### src/rtl/mux4_rr_sel_pkg.sv
// mux4_rr_sel_pkg: shared types and constants for the mux4 round-robin
// select generator (FSM states, channel codes, one-hot helper).
package mux4_rr_sel_pkg;

    typedef enum logic {
        ST_IDLE = 1'b0,
        ST_HOLD = 1'b1
    } state_e;

    localparam logic [1:0] CH_A = 2'd0;
    localparam logic [1:0] CH_B = 2'd1;
    localparam logic [1:0] CH_C = 2'd2;
    localparam logic [1:0] CH_D = 2'd3;

    function automatic logic [3:0] onehot4(input logic [1:0] ch);
        return 4'b0001 << ch;
    endfunction

endpackage

### src/rtl/mux4_rr_sel_rr_pick4.sv
// rr_pick4: combinational round-robin picker over four requests.
// Ports: req[3:0], last[1:0] in; pick[1:0] (first requester after last), any out.
module rr_pick4 (
    input  logic [3:0] req,
    input  logic [1:0] last,
    output logic [1:0] pick,
    output logic       any
);

    logic [1:0] idx;

    // Scan from farthest to nearest offset so the nearest requester
    // after 'last' is the one that survives; offset 4 is 'last' itself.
    always_comb begin
        pick = last;
        idx  = last;
        any  = |req;
        for (int k = 4; k >= 1; k--) begin
            idx = last + 2'(k);
            if (req[idx]) begin
                pick = idx;
            end
        end
    end

endmodule

### src/rtl/mux4_rr_sel.sv
// mux4_rr_sel: round-robin generator for the mux4 select with per-grant dwell.
// Ports: clk, reset (sync, active-low), enable, req[3:0], dwell in;
//        sel[1:0], valid, grant[3:0], switch_pulse out (all registered).
module mux4_rr_sel
    import mux4_rr_sel_pkg::*;
#(
    parameter int DWELL_W = 4
) (
    input  logic               clk,
    input  logic               reset,
    input  logic               enable,
    input  logic [3:0]         req,
    input  logic [DWELL_W-1:0] dwell,
    output logic [1:0]         sel,
    output logic               valid,
    output logic [3:0]         grant,
    output logic               switch_pulse
);

    state_e             state_q, state_d;
    logic [1:0]         sel_q, sel_d;
    logic [1:0]         last_q, last_d;
    logic [3:0]         grant_q, grant_d;
    logic               valid_q, valid_d;
    logic               pulse_q, pulse_d;
    logic [DWELL_W-1:0] cnt_q, cnt_d;

    logic [1:0]         pick;
    logic               any;

    rr_pick4 u_pick (
        .req  (req),
        .last (last_q),
        .pick (pick),
        .any  (any)
    );

    always_ff @(posedge clk) begin
        if (!reset) begin
            state_q <= ST_IDLE;
            sel_q   <= CH_A;
            last_q  <= CH_D;
            grant_q <= 4'b0000;
            valid_q <= 1'b0;
            pulse_q <= 1'b0;
            cnt_q   <= '0;
        end else begin
            state_q <= state_d;
            sel_q   <= sel_d;
            last_q  <= last_d;
            grant_q <= grant_d;
            valid_q <= valid_d;
            pulse_q <= pulse_d;
            cnt_q   <= cnt_d;
        end
    end

    always_comb begin
        state_d = state_q;
        unique case (state_q)
            ST_IDLE: begin
                if (enable && any) state_d = ST_HOLD;
            end
            ST_HOLD: begin
                if (!enable)         state_d = ST_IDLE;
                else if (!req[sel_q]) state_d = any ? ST_HOLD : ST_IDLE;
                else                 state_d = ST_HOLD;
            end
            default: state_d = ST_IDLE;
        endcase
    end

    always_comb begin
        sel_d   = sel_q;
        last_d  = last_q;
        grant_d = grant_q;
        cnt_d   = cnt_q;
        pulse_d = 1'b0;
        valid_d = (state_d == ST_HOLD);
        unique case (state_q)
            ST_IDLE: begin
                grant_d = 4'b0000;
                if (enable && any) begin
                    sel_d   = pick;
                    last_d  = pick;
                    grant_d = onehot4(pick);
                    cnt_d   = dwell;
                    pulse_d = 1'b1;
                end
            end
            ST_HOLD: begin
                if (!enable) begin
                    grant_d = 4'b0000;
                end else if (!req[sel_q]) begin
                    grant_d = 4'b0000;
                    if (any) begin
                        sel_d   = pick;
                        last_d  = pick;
                        grant_d = onehot4(pick);
                        cnt_d   = dwell;
                        pulse_d = 1'b1;
                    end
                end else if (cnt_q != '0) begin
                    cnt_d = cnt_q - DWELL_W'(1);
                end else if (pick != sel_q) begin
                    sel_d   = pick;
                    last_d  = pick;
                    grant_d = onehot4(pick);
                    cnt_d   = dwell;
                    pulse_d = 1'b1;
                end else begin
                    // Sole requester: keep the grant, restart its dwell.
                    cnt_d = dwell;
                end
            end
            default: grant_d = 4'b0000;
        endcase
    end

    assign sel          = sel_q;
    assign valid        = valid_q;
    assign grant        = grant_q;
    assign switch_pulse = pulse_q;

endmodule

### config.mk
export PLATFORM = sky130hd
export DESIGN_NAME = mux4_rr_sel
export DESIGN_NICKNAME = d
export VERILOG_FILES = /design/src/rtl/mux4_rr_sel_pkg.sv /design/src/rtl/mux4_rr_sel_rr_pick4.sv /design/src/rtl/mux4_rr_sel.sv
export SDC_FILE = /design/constraint.sdc
export NUM_CORES = 1
export LEC_CHECK = 0
export ABC_AREA = 1
export ABC_CLOCK_PERIOD_IN_PS = 1800
export BUFFER_PORTS_ARGS = -buffer_cell sky130_fd_sc_hd__buf_2
export CAP_MARGIN = 5
export CORE_ASPECT_RATIO = 0.8
export CORE_MARGIN = 1.5
export CORE_UTILIZATION = 35
export DETAILED_ROUTE_END_ITERATION = 7
export SYNTH_ARGS = -nofsm -noshare
export SYNTH_HDL_FRONTEND = slang
export SYNTH_HIERARCHICAL = 1
export SYNTH_SLANG_ARGS = --single-unit
### constraint.sdc
create_clock -name clk -period 1.8 [get_ports clk]
set_input_delay 0.09 -clock clk [delete_from_list [all_inputs] [get_ports clk]]
set_output_delay 0.09 -clock clk [all_outputs]
set_load 0.05 [all_outputs]
# == After elaboration in Yosys (flattened, before gate mapping) ==
# Cells that the tools add are included.
# W data, S select, Z words.
# op_classes
n_mux,41
n_eq_ne,8
shifts,1
reduce_logical,6
bitwise_logic,1
addsub,4
n_lt_le_gt_ge,4
# ops
operator,n
$mux W4,11
$mux W2,9
$pmux W4 S2,2
$lt A2 B3 Y1 const B,4
$mux W1,12
$bmux W1 S2,4
$reduce_and A5 Y1,1
$add A2 B2 Y2 const B,2
$ne A2 B2 Y1 const B,2
$ne A4 B3 Y1 const B,1
$ne A4 B4 Y1 const B,1
$pmux W1 S2,2
$pmux W2 S2,1
$reduce_bool A4 Y1,1
$reduce_or A4 Y1,1
$shl A1 B2 Y4 const A,1
$sub A4 B1 Y4 const B,1
$ne A3 B1 Y1 const B,1
$ne A3 B2 Y1 const B,1
$ne A3 B3 Y1 const B,1
$reduce_and A3 Y1,1
$add A2 B1 Y2 const B,1
$ne A2 B2 Y1,1
$reduce_and A2 Y1,1
2 further kinds,2
# word_totals
out_inout_bits,8
reg_bits,14

# == Longest topological paths before layout ==
# Gate-level depths: netlist of run 1.
# depth
depth_word,12
ltp_mapped,19
mapped_depth_nobuf,18

# == Cells and area by module ==
# The synthesis of run 1 kept the hierarchy.
# modules_own_cells
mod,area_each_um2,n_inst,cells_each
mux4_rr_sel,820.8,1,125
rr_pick4,203.9,1,43

# == Worst setup path after synthesis of run 1 ==
# Ideal clock, no wire load.
# synth_timing
kind,reg-to-reg
start,reg last_q[0]
end,reg sel_q[0] (netlist: sel[0])
path_stages_with_launch,20
path_slack_ps,70
setup_time_ps,70
arrival_time_ps,1660
n_path_buf,1
path_cell_list,dfxtp_1 buf_6 inv_6 nand2_2 nand2_2 nand2_1 nand2_1 inv_2 nand2_1 nand2_1 nand2_1 inv_1 nand2_1 nand2_1 nand2_1 nand2_1 nand3_4 nand2_2 nand2_1 a21oi_1
# synth_between
elab_chain_cells,11
# synth_lines
element,line_no,rtl
from (decl),mux4_rr_sel.sv:22,"logic [1:0] last_q, last_d;"
from (signal assigned),mux4_rr_sel.sv:50,last_q <= last_d;
$add A2 B2 Y2,mux4_rr_sel_rr_pick4.sv:19,idx = last + 2'(k);
$bmux W1 S2,mux4_rr_sel_rr_pick4.sv:20,if (req[idx]) begin
$mux W1 (implied by the code),mux4_rr_sel_rr_pick4.sv:20,
$mux W2 (2 in series),mux4_rr_sel_rr_pick4.sv:20,
$mux W2 *,mux4_rr_sel_rr_pick4.sv:20,
$mux W2 (4 in series),-,
$pmux W2 S2 *,-,
named net last_d[0],mux4_rr_sel.sv:22,
to (signal assigned),mux4_rr_sel.sv:49,sel_q <= sel_d;
to (decl),mux4_rr_sel.sv:21,"logic [1:0] sel_q, sel_d;"
# Mark *: on every way through the listed nets, which the timed path passes. The rest lies on a longest branch. The select of a mux whose other input is x is not followed.
# A chain may end at the register's enable or synchronous reset.

# == Final worst setup path of run 1 ==
# layout_timing
start,reg last_q[0]
end,reg grant_q[0] (netlist: grant[0])
# layout_between
elab_chain_cells,12
# layout_lines
element,line_no,rtl
$add A2 B2 Y2,mux4_rr_sel_rr_pick4.sv:19,
$bmux W1 S2,mux4_rr_sel_rr_pick4.sv:20,
$mux W1 (implied by the code),mux4_rr_sel_rr_pick4.sv:20,
$mux W2 (2 in series),mux4_rr_sel_rr_pick4.sv:20,
$mux W2 *,mux4_rr_sel_rr_pick4.sv:20,
$shl A1 B2 Y4,mux4_rr_sel_pkg.sv:16,return 4'b0001 << ch;
$mux W4,mux4_rr_sel.sv:105,end else if (pick != sel_q) begin
$mux W4,mux4_rr_sel.sv:103,end else if (cnt_q != '0) begin
$mux W4,mux4_rr_sel.sv:94,end else if (!req[sel_q]) begin
$mux W4,mux4_rr_sel.sv:92,if (!enable) begin
$pmux W4 S2,mux4_rr_sel.sv:80,unique case (state_q)
to (signal assigned),mux4_rr_sel.sv:51,grant_q <= grant_d;
to (decl),mux4_rr_sel.sv:23,"logic [3:0] grant_q, grant_d;"
# Every way passes the cells marked *; elsewhere a longest branch is shown, timed or not. The select of a mux whose other input is x is not followed.

==> results of run 1 <==
-- power by group through the flow --
stage | Sequential (mW) | Clock (mW) | Combinational (mW)
floorplan | 0.490 | 0 | 0.409
global placement | 0.402 | 0 | 0.663
detailed placement | 0.404 | 0 | 0.674
CTS | 0.400 | 0.238 | 0.714
global route | 0.413 | 0.250 | 0.904
finish | 0.407 | 0.225 | 0.827
-- kinds of logic (layout without fill, tap and decap cells) --
family | count (synthesis) | in the layout | synth area share (%)
xor gates and xnor gates | 1 | 1 | 0.855
adders and majority gates | 1 | 1 | 1.22
DFF | 14 | 14 | 27.4
buffers and inverters | 34 | 62 | 14.4
and+or+nand+nor | 100 | 100 | 46.8
AOI/OAI and AO/OA | 18 | 18 | 9.40
-- flip-flops by register name, indices dropped and copies added (netlist names) --
name and flops:
switch_pulse 1, grant 4, sel 2, valid 1
cnt_q 4, last_q 2
-- area by class of cell --
class / instances / area share, %
flip-flops and latches: 14 / 21.4
repair buffers: 27 / 14.1
inverters: 31 / 9.28
well taps: 38 / 3.56
clock buffers: 4 / 2.72
multi-input cells: 120 / 49.0
-- cells in the final DEF (no fill, tap or decap) --
master / synthesis / final
nor2_1: 16 / 16
ha_1: 1 / 1
clkbuf_8: 0 / 1
o21ai_0: 10 / 7
nand2_1: 50 / 41
nand3b_1: 1 / 1
o21ai_1: 1 / 3
a21oi_1: 5 / 2
o21ai_2: 1 / 2
nand4_1: 1 / 1
dfxtp_1: 14 / 12
clkbuf_4: 0 / 3
dfxtp_2: 0 / 1
inv_1: 28 / 24
a21oi_2: 0 / 3
clkbuf_16: 0 / 1
nand3_1: 14 / 11
nand2_4: 1 / 2
buf_12: 0 / 1
buf_2: 0 / 18
dfxtp_4: 0 / 1
inv_2: 2 / 6
nand2_2: 11 / 19
inv_8: 0 / 1
xor2_1: 1 / 1
buf_4: 0 / 7
nand3_4: 1 / 1
o211ai_1: 1 / 1
nand3_2: 5 / 8
-- how the worst max path moves through the flow --
stage | start | end | slack, ns | cells after the start
floorplan | last_q[0] | sel[0] | 0.07 | 19
detailed placement | last_q[0] | grant[2] | -0.07 | 18
global route | last_q[0] | sel[0] | -0.19 | 18
finish | last_q[0] | grant[0] | -0.08 | 17
CTS | last_q[0] | sel[0] | -0.0004 | 18
global placement | last_q[0] | grant[1] | 0.01 | 18
-- repair_timing --
item                       4_1_cts  5_1_grt
hold endpoints to repair         0        0
buffers inserted                 0        4
pin swaps                        1       10
resized for setup               14       14
gates cloned                     0        1
setup endpoints to repair        8        9
-- metal layers --
metal / vias to the layer above / wire length, µm / part of all wire (%)
met2: 43 / 1130 / 44
li1: 571 / - / -
met3: 4 / 158 / 6.1
met5: - / 0 / 0
met1: 509 / 1290 / 50
met4: 0 / 17 / 0.66
-- through the flow --
step	cell area [µm²]	utilization, %	setup TNS [ns]	total power [mW]	hold WS, ns
floorplan	1020	-	0	0.900	0.293
global placement	1180	42.6	0	1.06	0.390
detailed placement	1180	42.6	-0.320	1.08	0.390
CTS	1250	45.1	-0.000378	1.35	0.0971
global route	1340	48.3	-1.36	1.57	0.112
finish	1340	48.3	-0.479	1.46	0.105
==> flow_summary.json, run 1 <==
{
  "synth.distinct_cells": 22,
  "num_vias": 1127,
  "drt_iter0_drc": 50,
  "drive_gt1_share_pct": 38.3,
  "antenna_found_initial": 0,
  "nets": 209,
  "multi_input_area_um2": 654,
  "slowest_delay_ns": 0.37,
  "clkSinkCount": 14,
  "post-place-ws_ns": -0.0674,
  "sw_frac_of_total_pct": 44.8,
  "initial_core_util_pct": 37.1,
  "drtPass1Iterations": 4,
  "async_flop_share_pct": 0,
  "crit_path_frequent_cell": "nand2_2",
  "whs_path_depth": 2,
  "p_comb_share_pct": 56.7,
  "gr-total-overflow": 0,
  "globalRouteMet1Util_pct": 21.2,
  "max_slew.worst_pin.slew_ns": 0.323,
  "use_met2_pct": 25.3,
  "cap_violations": 0,
  "vias_per_cell": 4.82,
  "setup_viol_count_final": 8,
  "die_y_um": 51.4,
  "path_class": "reg -> reg",
  "vdd_drop_max_uv": 508,
  "outcome": "complete, but fails checks",
  "synth_seq_cells": 14,
  "clk_latency_ns": 0.28,
  "period_needed_ns": 1.88,
  "slew_viol_final": 0,
  "clkPwrFrac_pct": 15.4,
  "critPathCaptureType": "flip-flop",
  "max_clock_freq_mhz": 531,
  "worstHoldStart": "reset",
  "path_cells": "buf_12 -> inv_8 -> nand2_2 -> nand2_2 -> nand2_2 -> o211ai_1 -> nand3_2 -> nand2_2 -> inv_2 -> nand2_1 -> nand2_1 -> nand2_1 -> nand2_2 -> nand3_4 -> inv_2 -> a21oi_1 -> nor2_1",
  "post-place-cells": 225,
  "start_kind": "flip-flop",
  "crit_required_ns": 1.98,
  "crit_family": "simple AND/OR/NAND/NOR gates",
  "yosysTopAreaCell": "dfxtp_1",
  "postCtsHoldBufs": 0,
  "fillerInstances": 289,
  "hp-class": "in -> reg",
  "syn_nets": 180,
  "syn_inst": 168,
  "antenna-diode-count": 0,
  "grt_pass1_wl_um": 4100,
  "power_density_nw_per_um2": 1090,
  "die_area_um2": 3260,
  "p_switching_mw": 0.654,
  "grt_usage_pct": 16.0,
  "yosys-top-cells-count": "nand2_1 (50), inv_1 (28), nor2_1 (16)",
  "synth_edf_count": 0,
  "grt-busiest-layer": "met2",
  "wl_um": 2590,
  "layout.cells.non_filler": 234,
  "clk_path_buf_depth": 2,
  "synth-main-ff-cell": "dfxtp_1",
  "synth_top_area_share_pct": 27.4,
  "p_leak_nw": 0.734,
  "seq_area_frac_synth_pct": 27.4,
  "slew_headroom_pct": 78.4,
  "rsz0062_at_grt": "yes",
  "p_seq_share_pct": 27.9,
  "drt-wirelength-per-cell_um": 11.1,
  "critPathArrivalTime_ns": 2.06,
  "die_w_um": 63.5,
  "root_buffer": "clkbuf_4",
  "synthTopCellsByArea": "dfxtp_1 (27%), nand2_1 (18%), inv_1 (10%)",
  "syn_area_um2": 1020,
  "rows": 17,
  "hold_viol": 0,
  "rrSetupSlack_ns": -0.08,
  "yosysMostFrequentCell": "nand2_1",
  "cts-htree-levels": 1,
  "grt_pass1_vias": 986,
  "path_max_fanout": 8,
  "reg2reg_from": "last_q[0]",
  "reg2reg_to": "grant[0]",
  "cts_buffers": 3,
  "rr_worst_depth": 17,
  "yosysWarnings": 6,
  "postRouteAntennaNets": 0,
  "grt_start_max_net_pins": 15,
  "register_area_um2": 285,
  "drc": 0,
  "core_um2": 2770,
  "place_congestion": 0.810,
  "avgSynthCellArea_um2": 6.10,
  "clk_pin_slew_worst_paths_ns": 0.08,
  "cts_tree": "done",
  "io_pins": 19,
  "area_delta_synth_final_pct": 30.3,
  "hpwl_um": 1860,
  "skew_ns": 0.00269,
  "failed_checks": "setup timing",
  "period_share_pct": 105,
  "cp_slowest_cell": "dfxtp_4",
  "p_int_mw": 0.806,
  "path_buf_inv": 4,
  "port_buffers": 18,
  "worst_slack_ns": -0.0820,
  "grtUsageMet3_pct": 3.30,
  "hold_end": "last_q[1]"
}
(Power assumes the default switching activity.)
==> run 2: changes to the inputs <==
SYNTH_HIERARCHICAL = not set   (was 1)
==> run 2 against run 1 <==
  * The run now ends clean
  * First-iteration DRC count is 46% lower
  * Wire length is 9.8% lower
  * Area after synthesis is 6.7% higher
  * Largest power group unchanged
==> flow_summary.json, run 2 <==
{
  "hpwl_um": 1900,
  "port_buffers": 18,
  "nets": 194,
  "reg2reg_from": "last_q[0]",
  "yosys-top-cells-count": "nand2_1 (33), inv_1 (25), nand2_2 (17)",
  "synth_fa_ha_area_share_pct": 1.14,
  "fillerInstances": 307,
  "syn_nets": 170,
  "synth_mux_area_share_pct": 0,
  "place_area_um2": 1230,
  "synth_seq_cells": 14,
  "postRouteAntennaNets": 0,
  "rsz0062_at_grt": "yes",
  "hp-class": "in -> reg",
  "period_share_pct": 93.8,
  "cts_tree": "done",
  "clk_pin_slew_worst_paths_ns": 0.06,
  "p_total_mw": 1.40,
  "synth-main-ff-cell": "dfxtp_1",
  "die_w_um": 65.5,
  "initial_core_util_pct": 38.1,
  "max_slew.worst_pin.slew_ns": 0.489,
  "clk_latency_ns": 0.24,
  "synth.distinct_cells": 29,
  "drt_iter0_drc": 27,
  "slew_headroom_pct": 67.3,
  "grt_pass1_vias": 932,
  "hold_viol": 0,
  "outcome": "finished, final reports clean",
  "vdd_drop_max_uv": 410,
  "clkSinkCount": 14,
  "start_kind": "flip-flop",
  "synth_top_family_by_area": "simple AND/OR/NAND/NOR gates",
  "rr_worst_depth": 15,
  "drive_gt1_share_pct": 37.6,
  "reg2reg_to": "grant[1]",
  "max_clock_freq_mhz": 592,
  "syn_area_um2": 1090,
  "root_buffer": "clkbuf_8",
  "antenna-diode-count": 0,
  "cap_violations": 0,
  "vias_per_cell": 4.79,
  "crit_path_end": "grant[1]",
  "yosysWarnings": 0,
  "setup_viol_count_final": 0,
  "die_area_um2": 3470,
  "cts-htree-levels": 1,
  "cts_buffers": 3,
  "critPathCaptureType": "flip-flop",
  "place_congestion": 0.838,
  "critPathArrivalTime_ns": 1.82,
  "async_flop_share_pct": 0,
  "area_delta_synth_final_pct": 18.6,
  "synth_edf_count": 0,
  "synth-compound-area-share_pct": 11.9,
  "period_needed_ns": 1.69,
  "antenna_found_initial": 0,
  "grt_pass1_wl_um": 3920,
  "skew_ns": 0.000796,
  "core_um2": 2870,
  "synth_top_area_share_pct": 25.6,
  "gr-total-overflow": 0,
  "num_vias": 1050,
  "yosysTopAreaCell": "dfxtp_1",
  "postCtsHoldBufs": 0,
  "p_leak_nw": 0.675,
  "crit_required_ns": 1.93,
  "grt_usage_pct": 14.6,
  "seq_area_frac_synth_pct": 25.6,
  "synthTopCellsByArea": "dfxtp_1 (26%), nand2_1 (11%), nand2_2 (9.7%)",
  "drc": 0,
  "layout_commonest_cell": "nand2_1",
  "drtPass1Iterations": 6,
  "io_pins": 19,
  "yosys.area_share.xor_xnor_pct": 0,
  "design_area_um2": 1300,
  "die_y_um": 53.0,
  "crit_start": "last_q[0]",
  "grt_start_max_net_pins": 15,
  "final_cell_mix": "nand2_1 (33), inv_1 (25), buf_2 (18)",
  "wl_um": 2340,
  "yosysMostFrequentCell": "nand2_1",
  "avgSynthCellArea_um2": 6.92,
  "path_class": "reg -> reg",
  "power_density_nw_per_um2": 1080,
  "syn_inst": 158,
  "rrSetupSlack_ns": 0.11,
  "drt-wirelength-per-cell_um": 10.7,
  "clk_path_buf_depth": 2,
  "synth-simple-area-share_pct": 48.5,
  "slew_viol_final": 0,
  "rows": 17,
  "path_max_fanout": 8
}
run 2: changes by cell type after synthesis, sizes merged, moves of 3 or more:
cell | previous run | this run
nand3 | 20 | 16
o21ai | 12 | 9
nor2 | 16 | 11
inv | 31 | 28
nand2 | 62 | 55
nand4 | 1 | 4
a21oi | 5 | 10
run 2: cells by family (layout without fill, tap and decap cells):
logic type               after synthesis  in the layout
AND/OR/NAND/NOR                       89             89
buffers and inverters                 31             54
AO/OA/AOI/OAI                         23             23
flip-flops                            14             14
adder cells (fa/ha/maj)                1              1
run 2: how the worst min path moves through the flow:
stage | from | end | slack, ns | cells past startpoint
finish | reset | last_q[1] | 0.11 | 2
floorplan | reset | last_q[0] | 0.17 | 1
CTS | reset | last_q[1] | 0.11 | 2
global route | reset | last_q[1] | 0.12 | 2
detailed placement | reset | last_q[1] | 0.36 | 2
global placement | reset | last_q[1] | 0.36 | 2
run 2: cell type report:
cell class	instances	area (µm²)	share of cell area (%)
repair buffers	22	124	9.55
well taps	38	47.5	3.66
clock buffers	4	55.1	4.24
inverters	28	110	8.49
flip-flops and latches	14	285	22.0
multi-input cells	113	676	52.1
run 2: per-stage QoR:
step | hold WS, ns | TNS, ns | instances | utilization [%] | setup WS (ns)
floorplan | 0.174 | 0 | 158 | - | 0.0742
global placement | 0.361 | 0 | 215 | 43.0 | 0.148
detailed placement | 0.359 | 0 | 215 | 43.0 | 0.0994
CTS | 0.109 | 0 | 219 | 44.9 | 0.0872
global route | 0.117 | -0.0569 | 219 | 45.2 | -0.0165
finish | 0.110 | 0 | 219 | 45.2 | 0.112
run 2: per-layer routing:
layer	track usage [%]	routed length [µm]	up-vias
met1	19.4	1200	485
met3	2.34	67	2
met5	0	0	-
met4	5.90	14	0
li1	-	-	549
met2	23.8	1060	14
run 2: critical path: stages, from the launching register on:
cell	delay, ns
dfxtp_2	0.32
buf_6	0.13
inv_6	0.09
nand2_2	0.05
nand2_2	0.09
nand2_1	0.07
nand2_1	0.07
nand2_2	0.07
nand2_2	0.06
nand2_2	0.07
nand3_1	0.12
nand2_4	0.08
nand2_8	0.11
nand2_8	0.07
a21boi_1	0.13
nor2_1	0.06
run 2: where the power goes:
part / switching [mW] / internal (mW) / leakage, nW
combinational: 0.472 / 0.243 / 0.531
sequential: 0.0371 / 0.354 / 0.116
clock: 0.104 / 0.193 / 0.0288
run 2: timing repair:
action / 4_1_cts / 5_1_grt
resized for setup: 0 / 4
buffers inserted: 0 / 0
endpoints found under the setup margin: 0 / 8
